## src/rtl/fsm_sched_pkg.sv

```systemverilog
// fsm_sched_pkg: shared types, widths and helpers for the sequencer scheduler.
// Contents: state_t (scheduler FSM states), GOOD_CNT_W (good-cycle counter width),
//           MAX_REQ/IDX_W (requester limits), onehot_to_idx (one-hot to index).
package fsm_sched_pkg;

    localparam int MAX_REQ    = 8;
    localparam int IDX_W      = 3;
    localparam int GOOD_CNT_W = 3;

    typedef enum logic [2:0] {IDLE, START, RUN, STOP, DONE} state_t;

    function automatic logic [IDX_W-1:0] onehot_to_idx(input logic [MAX_REQ-1:0] oh);
        logic [IDX_W-1:0] idx;
        idx = '0;
        for (int i = 0; i < MAX_REQ; i++)
            if (oh[i]) idx = IDX_W'(i);
        return idx;
    endfunction

endpackage

```

## src/rtl/fsm_sched_if.sv

```systemverilog
// fsm_sched_if: client and sequencer signals of the scheduler.
// Signals: req (client requests), grant/done/err (per-requester status),
//          busy, seq_start/seq_stop (to sequencer), seq_good/seq_bad (from sequencer).
// Modports: slave = scheduler side, master = environment (clients + sequencer).
interface fsm_sched_if #(parameter int N_REQ = 4);

    logic [N_REQ-1:0] req;
    logic [N_REQ-1:0] grant;
    logic [N_REQ-1:0] done;
    logic [N_REQ-1:0] err;
    logic             busy;
    logic             seq_start;
    logic             seq_stop;
    logic             seq_good;
    logic             seq_bad;

    modport slave  (input  req, seq_good, seq_bad,
                    output grant, done, err, busy, seq_start, seq_stop);
    modport master (output req, seq_good, seq_bad,
                    input  grant, done, err, busy, seq_start, seq_stop);

endinterface

```

## src/rtl/fsm_sched_rr_arbiter.sv

```systemverilog
// rr_arbiter: combinational round-robin pick among N_REQ requesters.
// Ports: i_req (request vector), i_ptr (last served index),
//        o_win (one-hot winner), o_valid (some request present).
module rr_arbiter
    import fsm_sched_pkg::*;
#(
    parameter int N_REQ = 4
) (
    input  logic [N_REQ-1:0] i_req,
    input  logic [IDX_W-1:0] i_ptr,
    output logic [N_REQ-1:0] o_win,
    output logic             o_valid
);

    logic w_found;

    // Offset k = 1..N_REQ walks upward from ptr+1 with wrap; the first hit wins.
    always_comb begin
        o_win   = '0;
        w_found = 1'b0;
        for (int k = 1; k <= N_REQ; k++)
            for (int i = 0; i < N_REQ; i++)
                if (!w_found && i_req[i] && i == (int'(i_ptr) + k) % N_REQ) begin
                    o_win[i] = 1'b1;
                    w_found  = 1'b1;
                end
    end

    assign o_valid = |i_req;

endmodule

```

## src/rtl/fsm_sched.sv

```systemverilog
// fsm_sched: round-robin scheduler sharing one good/bad sequencer among N_REQ clients.
// Ports: clk (rising edge), rst (asynchronous, active-low),
//        bus (fsm_sched_if.slave: req in, grant/done/err/busy/seq_start/seq_stop out,
//        seq_good/seq_bad in). All outputs are registered.
module fsm_sched
    import fsm_sched_pkg::*;
#(
    parameter int N_REQ    = 4,
    parameter int GOOD_LEN = 3,
    parameter int TIMEOUT  = 8
) (
    input  logic         clk,
    input  logic         rst,
    fsm_sched_if.slave   bus
);

    localparam int TMR_W = $clog2(TIMEOUT);

    state_t                r_state;
    logic [N_REQ-1:0]      r_grant;
    logic [N_REQ-1:0]      r_done;
    logic [N_REQ-1:0]      r_err;
    logic                  r_busy;
    logic                  r_start;
    logic                  r_stop;
    logic                  r_tmo;
    logic [GOOD_CNT_W-1:0] r_good;
    logic [TMR_W-1:0]      r_timer;
    logic [IDX_W-1:0]      r_ptr;
    logic [N_REQ-1:0]      w_win;
    logic                  w_valid;
    logic                  w_ok;

    rr_arbiter #(.N_REQ(N_REQ)) u_arb (
        .i_req   (bus.req),
        .i_ptr   (r_ptr),
        .o_win   (w_win),
        .o_valid (w_valid)
    );

    assign w_ok = !r_tmo && r_good == GOOD_CNT_W'(GOOD_LEN);

    // Outputs are set on the transition into the state they belong to, so each
    // pulse lines up with its state while still coming straight from a flop.
    always_ff @(posedge clk or negedge rst) begin
        if (!rst) begin
            r_state <= IDLE;
            r_grant <= '0;
            r_done  <= '0;
            r_err   <= '0;
            r_busy  <= 1'b0;
            r_start <= 1'b0;
            r_stop  <= 1'b0;
            r_tmo   <= 1'b0;
            r_good  <= '0;
            r_timer <= '0;
            r_ptr   <= IDX_W'(N_REQ - 1);
        end else begin
            case (r_state)
                IDLE: if (w_valid) begin
                    r_grant <= w_win;
                    r_start <= 1'b1;
                    r_busy  <= 1'b1;
                    r_state <= START;
                end
                START: begin
                    r_start <= 1'b0;
                    r_good  <= '0;
                    r_timer <= '0;
                    r_state <= RUN;
                end
                RUN: begin
                    r_timer <= r_timer + 1'b1;
                    if (bus.seq_good && r_good != '1) r_good <= r_good + 1'b1;
                    // seq_bad beats a simultaneous timeout
                    if (bus.seq_bad || r_timer == TMR_W'(TIMEOUT - 1)) begin
                        r_tmo   <= !bus.seq_bad;
                        r_stop  <= 1'b1;
                        r_state <= STOP;
                    end
                end
                STOP: begin
                    r_stop  <= 1'b0;
                    r_done  <= w_ok ? r_grant : '0;
                    r_err   <= w_ok ? '0 : r_grant;
                    r_state <= DONE;
                end
                DONE: begin
                    r_done  <= '0;
                    r_err   <= '0;
                    r_ptr   <= onehot_to_idx(MAX_REQ'(r_grant));
                    r_grant <= '0;
                    r_busy  <= 1'b0;
                    r_state <= IDLE;
                end
                default: r_state <= IDLE;
            endcase
        end
    end

    assign bus.grant     = r_grant;
    assign bus.done      = r_done;
    assign bus.err       = r_err;
    assign bus.busy      = r_busy;
    assign bus.seq_start = r_start;
    assign bus.seq_stop  = r_stop;

endmodule

```

## src/flat_wrapper.sv

```systemverilog
// flat-port wrapper written by rule: the top's interface ports become plain ports
module fsm_sched_flat import fsm_sched_pkg::*;
#(
    parameter int N_REQ    = 4,
    parameter int GOOD_LEN = 3,
    parameter int TIMEOUT  = 8
)
  (clk, rst, bus_req, bus_seq_good, bus_seq_bad, bus_grant, bus_done, bus_err, bus_busy, bus_seq_start, bus_seq_stop);
  fsm_sched_if #(.N_REQ(N_REQ)) bus_i ();
  input  logic clk;
  input  logic rst;
  input wire logic [$bits(bus_i.req)-1:0] bus_req;
  input wire logic [$bits(bus_i.seq_good)-1:0] bus_seq_good;
  input wire logic [$bits(bus_i.seq_bad)-1:0] bus_seq_bad;
  output wire logic [$bits(bus_i.grant)-1:0] bus_grant;
  output wire logic [$bits(bus_i.done)-1:0] bus_done;
  output wire logic [$bits(bus_i.err)-1:0] bus_err;
  output wire logic [$bits(bus_i.busy)-1:0] bus_busy;
  output wire logic [$bits(bus_i.seq_start)-1:0] bus_seq_start;
  output wire logic [$bits(bus_i.seq_stop)-1:0] bus_seq_stop;
  assign bus_i.req = bus_req;
  assign bus_i.seq_good = bus_seq_good;
  assign bus_i.seq_bad = bus_seq_bad;
  assign bus_grant = bus_i.grant;
  assign bus_done = bus_i.done;
  assign bus_err = bus_i.err;
  assign bus_busy = bus_i.busy;
  assign bus_seq_start = bus_i.seq_start;
  assign bus_seq_stop = bus_i.seq_stop;
  fsm_sched #(.N_REQ(N_REQ), .GOOD_LEN(GOOD_LEN), .TIMEOUT(TIMEOUT)) u_core (.clk(clk), .rst(rst), .bus(bus_i));
endmodule
```

## config.mk

```make
export PLATFORM = sky130hd
export DESIGN_NAME = fsm_sched_flat
export DESIGN_NICKNAME = d
export VERILOG_FILES = /design/src/rtl/fsm_sched_pkg.sv /design/src/rtl/fsm_sched_if.sv /design/src/rtl/fsm_sched_rr_arbiter.sv /design/src/rtl/fsm_sched.sv /design/src/flat_wrapper.sv
export SDC_FILE = /design/constraint.sdc
export NUM_CORES = 1
export LEC_CHECK = 0
export BUFFER_PORTS_ARGS = -buffer_cell sky130_fd_sc_hd__buf_2
export CAP_MARGIN = 20
export CORE_UTILIZATION = 46
export CTS_CLUSTER_DIAMETER = 30
export DETAILED_ROUTE_END_ITERATION = 8
export MAX_ROUTING_LAYER = met4
export PLACE_DENSITY = 0.78
export SLEW_MARGIN = 20
export SYNTH_ARGS = -nofsm -noshare
export SYNTH_HDL_FRONTEND = slang
export SYNTH_HIERARCHICAL = 1
export SYNTH_SLANG_ARGS = --single-unit
export TNS_END_PERCENT = 30
```

## constraint.sdc

```tcl
create_clock -name clk -period 2.3 [get_ports clk]
set_input_delay 0.23 -clock clk [delete_from_list [all_inputs] [get_ports clk]]
set_output_delay 0.23 -clock clk [all_outputs]
set_load 0.02 [all_outputs]
```

==> key figures <==
Status
  • Status: completed

Power and ir drop
  • VDD IR max: 0.714 mV
  • Sw frac: 43.4%
  • Clock Power Share: 11.1%
  • Sequential power share: 48.2%
  • Switching pwr: 776 uW
  • Combinational fraction of design power: 40.7%
  • Internal power: 1.01 mW
  • Power Dens Cells: 1210 mW/mm2
  • Leakage: 0.737 nW

Routing
  • DRC: 0
  • Via count: 1,037
  • Post-DRT Antenna Nets: 0
  • Drt total wl: 2740 um
  • Initial DRC Count: 31
  • Total iterations of the first detailed-routing run: 4
  • WL/cell: 15.2 um
  • Vias per cell: 5.76

Min path
  • Hold path cells: 2
  • Path type of the worst min-delay path: primary input to flop

Floorplan
  • # rows: 19
  • Ports: 23
  • Die X: 55.5 um
  • Die Y: 55.5 um
  • Initial Util: 48.1%
  • Full die area: 0.00308 mm2
  • Core Area: 0.00273 mm2

Timing
  • Rel. slew slack: 59.3%
  • RSZ-0062 raised after global routing: no
  • Share of the clock period used by the worst path: 77.0%
  • Setup_tns: 0 ns
  • Fmax: 564 MHz
  • Clock skew: 0.00389 ns
  • Hold Vio Cnt, Final: 0
  • PnR worst setup slack: 0.528 ns
  • Slew @ Worst Pin: 0.610 ns
  • Count of pins over their slew limit: 0
  • Fin crit period: 1.77 ns
  • Setup-failing EPs final: 0

Finish
  • Multi-input logic area: 586 um2
  • Area growth from synthesis to layout: 12.6%
  • Final Non-Filler Cells: 180
  • Post-layout util: 54.2%
  • FILL cells: 259
  • Antenna cells: 0
  • Layout cells sized above 1: 22.1%
  • Register area: 678 um2
  • Final-stage net count: 163
  • Final instance area: 0.00148 mm2

Critical path
  • CP most frequent cell: ha_1
  • CP max stage delay: 0.51 ns
  • CP Data Arrival Time: 2.04 ns
  • Critical path class: flop to flop
  • Path depth of the worst reg2reg path: 5
  • Max stage delay cell, worst path: or4b_4
  • Worst Path Required: 2.57 ns
  • Worst path cell trace: ha_1 -> ha_1 -> or4b_4 -> o21ai_1 -> a22o_1
  • Startpoint types: flop
  • Crit end category: flop
  • CP Max Fanout: 4

Global routing
  • Gr ovfl total: 0
  • Vias in the first global route: 1,032
  • Largest net degree at the start of global routing: 28
  • Initial antenna violation count: 0
  • First-pass GRT wire length: 4810 um
  • Overall Global Routing Usage: 20.4%

Logic synthesis
  • Mapped Cells: 126
  • Mean post-synth cell area: 10.4 um2
  • Post-Syn Area: 0.00132 mm2
  • Syn Nets: 139
  • Ys Warns: 6

Clock tree
  • Clock Tree Buf Depth: 2
  • Clk sinks: 27
  • Worst-Skew Late Latency: 0.32 ns
  • CTS tree: yes
  • Max H-tree Level: 1
  • Postcts setup bufs: 0
  • Clk root buf: clkbuf_4
  • CTS clk-pin slew, worst paths: 0.14 ns
  • Cts bufs inserted: 3

Placed design
  • RD Place Congestion: 0.678
  • Area of placed instances: 0.00145 mm2
  • DP Wirelength: 1970 um
  • Pre-CTS setup slack: 0.580 ns
  • Inst Count DP: 175
  • PortBufs: 22

Flow run
  • Max_cap viols: 0
==> sequential cells by signal (all words and copies together) (netlist names) <==
| signal | cells |
|---|---|
| u_core/r_tmo | 1 |
| u_core/bus.seq_stop | 1 |
| u_core/r_timer | 3 |
| u_core/bus.err | 4 |
| u_core/bus.busy | 1 |
| u_core/r_good | 3 |
| u_core/bus.done | 4 |
| u_core/bus.seq_start | 1 |
| u_core/r_state | 3 |
| u_core/bus.grant | 4 |
| u_core/r_ptr | 2 |
==> per-layer routing <==
layer / part of all wire, % / vias up / wire (um) / global-route usage [%]
met5: 0 / - / 0 / -
met4: 1.7 / 0 / 47 / 9.64
met3: 2.5 / 4 / 69 / 0.703
met2: 48 / 24 / 1310 / 33.7
met1: 48 / 502 / 1310 / 25.9
li1: - / 507 / - / -
==> power groups by stage <==
| stage | logic, mW | clock network (mW) | registers [mW] |
|---|---|---|---|
| final | 0.728 | 0.199 | 0.862 |
| after global routing | 0.812 | 0.230 | 0.897 |
| after CTS | 0.727 | 0.211 | 0.858 |
| after detailed placement | 0.719 | 0 | 0.868 |
| after global placement | 0.678 | 0 | 0.856 |
| after floorplan | 0.522 | 0 | 0.853 |
==> stage by stage <==
step,hold slack (ns),total power [mW]
after floorplan,-0.0656,1.37
after global placement,0.257,1.53
after detailed placement,0.269,1.59
after CTS,0.0819,1.80
after global routing,0.0855,1.94
final,0.0921,1.79
==> repair_timing <==
| action | CTS | global route |
|---|---|---|
| hold buffers | 1 | 0 |
| resized for setup | 0 | 0 |
| endpoints found under the hold margin | 25 | 0 |
==> layout by cell type (no fill, tap or decap), types with 2 or more instances in the layout <==
cell type and n:
ha_1 5, a22oi_1 2, nor3b_1 2, buf_2 22, o221a_2 2, o21ai_0 8, a21oi_1 12, dfstp_2 2
inv_1 9, o21ai_1 3, and2_1 2, dfrtp_1 25, clkbuf_4 3, a22o_1 12, nand2_1 5, nor2_1 14
o311a_1 2
==> cell type report <==
cell class	instances	area share [%]
multi-input cells	86	39.5
well taps	31	2.62
flip-flops and latches	27	45.7
repair buffers	23	8.10
clock buffers	4	1.77
inverters	9	2.28
==> critical path, delay by kind of cell, from the launching register on <==
kind            cells  cell delay [ns]
compound gates      2             0.30
fa+ha+maj           2             0.47
flops               1             0.44
simple gates        1             0.51
==> path summary, 6_finish.rpt <==
check / startpoint / endpoint / slack, ns
worst max-delay path: u_core/r_good[0] / u_core/r_good[0] / 0.53
worst min-delay path: bus_seq_bad / u_core/r_tmo / 0.09
max in group asynchronous: rst / u_core/r_tmo / 1.46
min in group asynchronous: rst / u_core/bus.done[2] / 0.45
worst max register to register: u_core/r_good[0] / u_core/r_good[0] / 0.53
worst min register to register: u_core/bus.done[0] / u_core/bus.done[0] / 0.51
No activity file was read; power rests on OpenSTA's default activity.
